--- src/rtl/sn76489_pkg.sv ---
// Shared types and constants for the SN76489 CPU write interface.
package sn76489_pkg;

  typedef enum logic [1:0] {
    ST_IDLE,
    ST_BUSY,
    ST_RELEASE
  } state_t;

  typedef logic [2:0] reg_addr_t;

  localparam reg_addr_t TONE0 = 3'd0;
  localparam reg_addr_t VOL0  = 3'd1;
  localparam reg_addr_t TONE1 = 3'd2;
  localparam reg_addr_t VOL1  = 3'd3;
  localparam reg_addr_t TONE2 = 3'd4;
  localparam reg_addr_t VOL2  = 3'd5;
  localparam reg_addr_t NOISE = 3'd6;
  localparam reg_addr_t VOL3  = 3'd7;

  localparam logic [3:0] VOL_SILENT = 4'hF;
  localparam int unsigned CNT_W = 6;

  // A latch byte fills the low nibble of a tone period, a data byte the upper six bits.
  function automatic logic [9:0] tone_update(input logic [9:0] old,
                                             input logic       latch,
                                             input logic [5:0] data);
    return latch ? {old[9:4], data[3:0]} : {data, old[3:0]};
  endfunction

endpackage

--- src/rtl/sn76489_wait_timer.sv ---
// Down-counter that holds the CPU for a fixed number of divided chip-clock pulses.
module sn76489_wait_timer
  import sn76489_pkg::*;
#(
  parameter int unsigned wait_cycles_g = 32
) (
  input  logic clk,
  input  logic rst_n,
  input  logic load,
  input  logic active,
  input  logic clk_en,
  output logic expire
);

  localparam logic [CNT_W-1:0] LOAD_VAL = CNT_W'(wait_cycles_g - 1);

  logic [CNT_W-1:0] count;

  // NOTE: sequential state uses non-blocking assignments so every register samples pre-edge values.
  always_ff @(posedge clk or negedge rst_n) begin
    if (!rst_n) begin
      count <= '0;
    end else if (load) begin
      count <= LOAD_VAL;
    end else if (active && clk_en && count != '0) begin
      count <= count - 1'b1;
    end
  end

  // The pulse that finds the counter at zero is the last one of the wait.
  assign expire = active & clk_en & (count == '0);

endmodule

--- src/rtl/sn76489_bus_ctrl.sv ---
// CPU write port of the SN76489: strobe edge detect, wait-state FSM and register file decode.
module sn76489_bus_ctrl
  import sn76489_pkg::*;
#(
  parameter int unsigned wait_cycles_g = 32
) (
  input  logic       clock_i,
  input  logic       res_n_i,
  input  logic       clk_en_i,
  input  logic       ce_n_i,
  input  logic       we_n_i,
  input  logic [7:0] d_i,
  output logic       ready_o,
  output logic [9:0] tone0_o,
  output logic [9:0] tone1_o,
  output logic [9:0] tone2_o,
  output logic [3:0] vol0_o,
  output logic [3:0] vol1_o,
  output logic [3:0] vol2_o,
  output logic [3:0] vol3_o,
  output logic [2:0] noise_ctrl_o,
  output logic       noise_rst_o
);

  state_t    state, state_nx;
  logic      wr, wr_q, accept, expire, latch;
  reg_addr_t last_reg, target;

  assign wr     = ~ce_n_i & ~we_n_i;
  assign accept = wr & ~wr_q & (state == ST_IDLE);
  assign latch  = d_i[7];
  assign target = latch ? d_i[6:4] : last_reg;

  // Driven straight from the state register so an asynchronous reset releases the CPU at once.
  assign ready_o = (state != ST_BUSY);

  sn76489_wait_timer #(
    .wait_cycles_g(wait_cycles_g)
  ) u_wait_timer (
    .clk   (clock_i),
    .rst_n (res_n_i),
    .load  (accept),
    .active(state == ST_BUSY),
    .clk_en(clk_en_i),
    .expire(expire)
  );

  always_ff @(posedge clock_i or negedge res_n_i) begin
    if (!res_n_i) begin
      state <= ST_IDLE;
      wr_q  <= 1'b0;
    end else begin
      state <= state_nx;
      wr_q  <= wr;
    end
  end

  // NOTE: next state gets a default before the case so no path leaves it unassigned (no latch).
  always_comb begin
    state_nx = state;
    case (state)
      ST_IDLE:    if (accept) state_nx = ST_BUSY;
      ST_BUSY:    if (expire) state_nx = wr ? ST_RELEASE : ST_IDLE;
      ST_RELEASE: if (!wr) state_nx = ST_IDLE;
      default:    state_nx = ST_IDLE;
    endcase
  end

  always_ff @(posedge clock_i or negedge res_n_i) begin
    if (!res_n_i) begin
      last_reg     <= TONE0;
      tone0_o      <= '0;
      tone1_o      <= '0;
      tone2_o      <= '0;
      vol0_o       <= VOL_SILENT;
      vol1_o       <= VOL_SILENT;
      vol2_o       <= VOL_SILENT;
      vol3_o       <= VOL_SILENT;
      noise_ctrl_o <= '0;
      noise_rst_o  <= 1'b0;
    end else begin
      noise_rst_o <= 1'b0;
      if (accept) begin
        if (latch) last_reg <= d_i[6:4];
        case (target)
          TONE0: tone0_o <= tone_update(tone0_o, latch, d_i[5:0]);
          TONE1: tone1_o <= tone_update(tone1_o, latch, d_i[5:0]);
          TONE2: tone2_o <= tone_update(tone2_o, latch, d_i[5:0]);
          VOL0:  vol0_o  <= d_i[3:0];
          VOL1:  vol1_o  <= d_i[3:0];
          VOL2:  vol2_o  <= d_i[3:0];
          VOL3:  vol3_o  <= d_i[3:0];
          NOISE: begin
            noise_ctrl_o <= d_i[2:0];
            noise_rst_o  <= 1'b1;
          end
          default: ;
        endcase
      end
    end
  end

endmodule
--- config.mk ---
export PLATFORM = sky130hd
export DESIGN_NAME = sn76489_bus_ctrl
export DESIGN_NICKNAME = d
export VERILOG_FILES = /design/src/rtl/sn76489_pkg.sv /design/src/rtl/sn76489_wait_timer.sv /design/src/rtl/sn76489_bus_ctrl.sv
export SDC_FILE = /design/constraint.sdc
export NUM_CORES = 1
export LEC_CHECK = 0
export CORE_UTILIZATION = 52
export CTS_CLUSTER_SIZE = 14
export DETAILED_ROUTE_END_ITERATION = 7
export PLACE_DENSITY = 0.84
export SLEW_MARGIN = 15
export SYNTH_ARGS = -nofsm -noshare
export SYNTH_HDL_FRONTEND = slang
export SYNTH_SLANG_ARGS = --single-unit
--- constraint.sdc ---
create_clock -name clock_i -period 2.8 [get_ports clock_i]
set_input_delay 0.28 -clock clock_i [delete_from_list [all_inputs] [get_ports clock_i]]
set_output_delay 0.28 -clock clock_i [all_outputs]
set_load 0.01 [all_outputs]
==> impl_metrics.yaml, run 1 <==
power_and_ir_drop:
  p_per_area_mw_per_mm2: 876.6
  leakagePower_uw: 0.001554
  worst_ir_drop_vdd_uv: 495.9
routing:
  avgRoutedWirePerCell_um: 16.36
  wl_mm: 5.367
  viasPerCell: 5.192
  vias: 1703
  drt_iter0_markers: 120
  drcViolationCount: 0
  drt_first_pass_iters: 4
  antenna_left: 0
setup_path:
  cp.required_ps: 3020
  cp.arrival_ps: 2320
  slowest_stage: "or4b_4"
  critPathMaxFanout: 6
  cp-end-kind: "flip-flop"
  startpoint_type: "input port"
  worstPathCellList: "clkdlybuf4s50_1, nor4_2, nand2_1, or4b_4, mux2_4"
  critical_path_buf_inv_count: 1
  critPathKind: "input port to flip-flop"
  cp_top_family: "simple AND/OR/NAND/NOR gates"
  cp_slowest_stage_delay_ps: 590
  regToRegSetupSlack_ps: 820
place:
  dp_hpwl_mm: 3.728
  numPortBuffers: 63
  place_congestion: 0.7920
logic_synthesis:
  synth_top_family_by_area: "multiplexers"
  async_flop_share_pct: 100.0
  ys_seq_area_share_pct: 60.38
  synth_area_per_cell_um2: 14.30
  synth_cell_types: 35
  netlist_area_mm2: 0.002602
  synth.top_cells.by_area: "dfrtp_1 44%, mux2_2 17%, dfstp_2 16%, mux2_1 3.0%, mux2_4 2.3%"
  synthCells: 182
  synthMuxAreaShare_pct: 23.41
  synth-compound-area-share_pct: 3.654
  synth_edf_count: 0
  synthXorXnorAreaFrac_pct: 0.3365
  synth.top_cell.area_share_pct: 44.23
  syn_nets: 197
  ys.flop_type: "dfrtp_1"
  synth_most_common_cell: "dfrtp_1"
  synth_simple_gate_area_share_pct: 9.327
  ys_ff_latch: 62
  yosys-top-cells-count: "46 x dfrtp_1, 40 x mux2_2, 16 x dfstp_2"
  synth_largest_area_cell: "dfrtp_1"
  yosys_warnings: 0
  synth_adder_area_share_pct: 0.9615
cts:
  numCtsBuffers: 9
  cts_root_buffer: "clkbuf_8"
  cts_setup_buffers: 0
  ctsHoldBuffers: 0
  cts_tree: "built"
  clock_latency_ps: 340
  htreeDepth: 3
  cts_num_sinks: 62
  post_cts_resized: 0
  clockBufferDepth: 2
  clk_pin_slew_worst_paths_ps: 70
sta:
  min_period_over_period_pct: 74.86
  setup-violations-final: 0
  tns_ps: 0
  worst_pin_slew_ps: 763.2
  clock_skew_ps: 5.765
  hold_viol_final: 0
  rsz0062_at_grt: "no"
  min_period_ps: 2096
  maxSlewHeadroom_pct: 49.12
  slew_violations: 0
  whs_ps: 8.384
  fmax_ghz: 0.4771
finish:
  drive_gt1_share_pct: 33.72
  final_nets: 271
  num_antenna_cells: 0
  reg_top3: "tone0_o: 10 flops, tone1_o: 10 flops, tone2_o: 10 flops"
  areaGrowthSynthToFinish_pct: 35.48
die:
  core_mm2: 0.004755
  initial_core_util_pct: 54.74
  io-pin-count: 64
  die_area_mm2: 0.005292
  fp.dieW_um: 72.75
  die_y_um: 72.75
  num_rows: 25
grt:
  grt_overflow: 0
  antenna_found_initial: 0
  grt_max_degree: 34
  first_global_vias: 1793
  grt_pass1_wl_mm: 8.880
  groute.usage.overall_pct: 23.07
outcome:
  status: "completed"
run:
  drv_cap: 0
worst_hold_path:
  hold_path_class: "input port to async pin"
layout make-up:
type	count	area (um2)
clock inverters	4	45.04
clock buffers	12	155.1
flip-flops and latches	62	1572
well taps	67	83.83
repair buffers	67	655.6
fillers	324	1229
inverters	9	33.78
multi-input cells	107	980.9
placed cells by master, fill, tap and decap left out, types with 3 or more instances in the layout:
cell type	instances
buf_4	4
or3_1	3
clkbuf_8	11
clkdlybuf4s50_1	62
nor2_1	12
mux2_4	4
nand2_1	7
nand3_1	4
mux2_1	7
dfstp_2	16
dfrtp_1	46
clkinv_2	3
inv_1	8
mux2_2	40
metal layers:
layer	vias to the layer above	global-route usage, %	wire length (um)
met3	11	5.939	289
met2	48	38.32	2655
met1	835	28.15	2332
met4	0	11.11	90
li1	809	-	-
met5	-	0	0
stage by stage:
| stage | instance area (um2) | util [%] | setup slack (ps) | std cells | power, uW |
|---|---|---|---|---|---|
| floorplan | 2603 | - | 920.1 | 182 | 1808 |
| global placement | 3326 | 69.95 | 376.9 | 312 | 2278 |
| detailed placement | 3326 | 69.95 | 344.9 | 312 | 2318 |
| CTS | 3526 | 74.16 | 684.8 | 328 | 3118 |
| global route | 3526 | 74.16 | 559.2 | 328 | 3256 |
| finish | 3526 | 74.16 | 704.0 | 328 | 3091 |
worst reg2reg max path: cells and delay by family (launching register included):
kind            cells  cell delay, ps
flops               1             470
buf+inv             1              60
mux                 1             320
simple gates        1             600
compound gates      1             420
where the power goes:
group	internal, uW	switching, uW	total, uW
Sequential	1190	170	1360
Combinational	559	377	936
Clock	455	340	795
Total	2200	887	3090
final timing paths:
path,from,end,cells after the start
setup / recovery,we_n_i,tone2_o[3],5
hold / removal,res_n_i,tone2_o[9],1
setup reg to reg,last_reg[2],tone2_o[3],4
hold reg to reg,tone0_o[5],tone0_o[5],1
max in group asynchronous,res_n_i,vol1_o[1],2
min in group clock_i,tone0_o[5],tone0_o[5],1
cell families (layout without fill, tap and decap cells):
logic type      after synthesis  in the layout
mux                          53             53
compound gates               12             12
simple gates                 39             39
buf+inv                      13             92
xor+xnor                      1              1
fa+ha+maj                     2              2
flops                        62             62
Note: power is estimated with default switching activity, not from simulation.
==> inputs of run 2 (changes only) <==
CORE_UTILIZATION = 44   (was 52)
PLACE_DENSITY = 0.75   (was 0.84)
clock period = 1.8 ns   (was 2.8 ns; I/O delays follow)
==> impl_metrics.yaml, run 2 (synthesis results as in run 1) <==
outcome:
  status: "complete, but fails checks"
  violations: "setup timing"
finish:
  drive_gt1_share_pct: 43.94
  reg_top3: "tone0_o: 10 flops, tone1_o: 10 flops, tone2_o: 10 flops"
  layout_commonest_cell: "clkdlybuf4s50_1"
  design_area_mm2: 0.003877
  finalNonFillerCells: 361
  num_antenna_cells: 0
  layout_common_cells: "61 x clkdlybuf4s50_1, 45 x dfrtp_1, 31 x mux2_2"
  final_nets: 299
  areaGrowthSynthToFinish_pct: 48.99
grt:
  grt_max_degree: 63
  antenna_found_initial: 0
  grt_overflow: 0
  groute.usage.overall_pct: 18.49
  grt_pass1_wl_mm: 8.597
  first_global_vias: 1806
sta:
  setup_ws_ps: -41.89
  setup-violations-final: 11
  min_period_ps: 1842
  whs_ps: 386.1
  slew_violations: 0
  hold_viol_final: 0
  fmax_ghz: 0.5429
  maxSlewHeadroom_pct: 67.65
  rsz0062_at_grt: "yes"
  min_period_over_period_pct: 102.3
  clock_skew_ps: 5.518
  worst_pin_slew_ps: 483.8
worst_hold_path:
  hold_path_class: "input port to async pin"
place:
  pre_cts_ws_ps: -370.9
  dp.cells: 344
  numPortBuffers: 63
  place_congestion: 0.8395
  dp_hpwl_mm: 3.748
  place_area_mm2: 0.003551
cts:
  cts_setup_buffers: 0
  cts_root_buffer: "clkbuf_8"
  cts_num_sinks: 62
  clockBufferDepth: 2
  numCtsBuffers: 9
  clk_pin_slew_worst_paths_ps: 70
  htreeDepth: 3
  clock_latency_ps: 320
  cts_tree: "built"
run:
  drv_cap: 0
power_and_ir_drop:
  p_int_uw: 3704
  combPwrFrac_pct: 33.6
  switchingPower_uw: 1380
  leakagePower_uw: 0.001722
  clkPwrFrac_pct: 25.6
  switching_share_pct: 27.14
  worst_ir_drop_vdd_uv: 791.4
  p_per_area_mw_per_mm2: 1311
  power_frac_seq_pct: 40.7
die:
  die_area_mm2: 0.006226
  io-pin-count: 64
  core_mm2: 0.005608
  die_y_um: 78.91
  fp.dieW_um: 78.91
  initial_core_util_pct: 46.41
  num_rows: 27
routing:
  drcViolationCount: 0
  avgRoutedWirePerCell_um: 15.01
  vias: 1820
  drt_first_pass_iters: 4
  viasPerCell: 5.042
  drt_iter0_markers: 53
  wl_mm: 5.419
  antenna_left: 0
setup_path:
  cp.arrival_ps: 2050
  critPathKind: "flip-flop to flip-flop"
  startpoint_type: "flip-flop"
  cp.required_ps: 2010
  cp_slowest_stage_delay_ps: 540
  regToRegSetupSlack_ps: -40
  critPathMaxFanout: 4
  slowest_stage: "or4b_4"
  cp-end-kind: "flip-flop"
  worstPathCellList: "nor4_2, buf_4, nand2_2, or4b_4, mux2_4"
-- run 2: changes by cell type in the layout (fill, tap and decap cells not counted), moves of 2 or more --
cell | before | now
buf_6 | 0 | 4
nor2_1 | 12 | 10
mux2_1 | 7 | 0
buf_4 | 4 | 26
mux2_4 | 4 | 20
mux2_2 | 40 | 31
-- run 2: cell type report --
| type | instances | area (um2) |
|---|---|---|
| Clock buffer | 12 | 145.1 |
| Clock inverter | 4 | 70.07 |
| Fill cell | 428 | 1730 |
| Inverter | 9 | 33.78 |
| Multi-Input combinational cell | 107 | 1071 |
| Sequential cell | 62 | 1573 |
| Tap cell | 72 | 90.09 |
| Timing Repair Buffer | 95 | 894.6 |
-- run 2: worst paths after layout --
check	start	endpoint	cells after the start
worst max-delay path	wr_q	tone2_o[3]	5
worst min-delay path	res_n_i	tone0_o[8]	3
worst max register to register	wr_q	tone2_o[3]	5
worst min register to register	noise_ctrl_o[2]	noise_ctrl_o[2]	1
max in group asynchronous	res_n_i	vol3_o[2]	3
min in group clock_i	noise_ctrl_o[2]	noise_ctrl_o[2]	1
-- run 2: power groups by stage --
| stage | Combinational, uW | Clock (uW) | Sequential [uW] |
|---|---|---|---|
| after detailed placement | 1640 | 0 | 2090 |
| after CTS | 1670 | 1340 | 2070 |
| after floorplan | 577 | 0 | 2240 |
| after global placement | 1600 | 0 | 2090 |
| after global routing | 1850 | 1400 | 2120 |
| final | 1710 | 1300 | 2070 |
-- run 2: worst max-delay path: cells and delay by family (launching register included) --
kind | cells | cell delay (ps)
buffers and inverters | 1 | 190
DFF | 1 | 370
muxes | 1 | 320
and+or+nand+nor | 3 | 850
-- run 2: metal layers --
metal | GRT usage, % | vias to the layer above | share of wire (%)
met2 | 27.22 | 49 | 47
met1 | 25.66 | 910 | 46
met5 | 0 | - | 0
li1 | - | 854 | -
met3 | 5.862 | 7 | 5.3
met4 | 6.727 | 0 | 1.4
-- run 2: stage by stage --
| step | TNS (ps) | power (uW) | util (%) |
|---|---|---|---|
| 2_1_floorplan | -349.1 | 2816 | - |
| 3_3_place_gp | -13980 | 3684 | 63.32 |
| 3_5_place_dp | -15530 | 3725 | 63.32 |
| 4_1_cts | -779.8 | 5079 | 67.92 |
| 5_1_grt | -2014 | 5368 | 69.14 |
| 6_report | -330.6 | 5084 | 69.14 |
-- run 2: what timing repair did --
| action | CTS | global route |
|---|---|---|
| pin swaps | 1 | 2 |
| hold buffers | 1 | 0 |
| endpoints found under the setup margin | 31 | 46 |
| resized for setup | 10 | 17 |
| endpoints found under the hold margin | 46 | 0 |
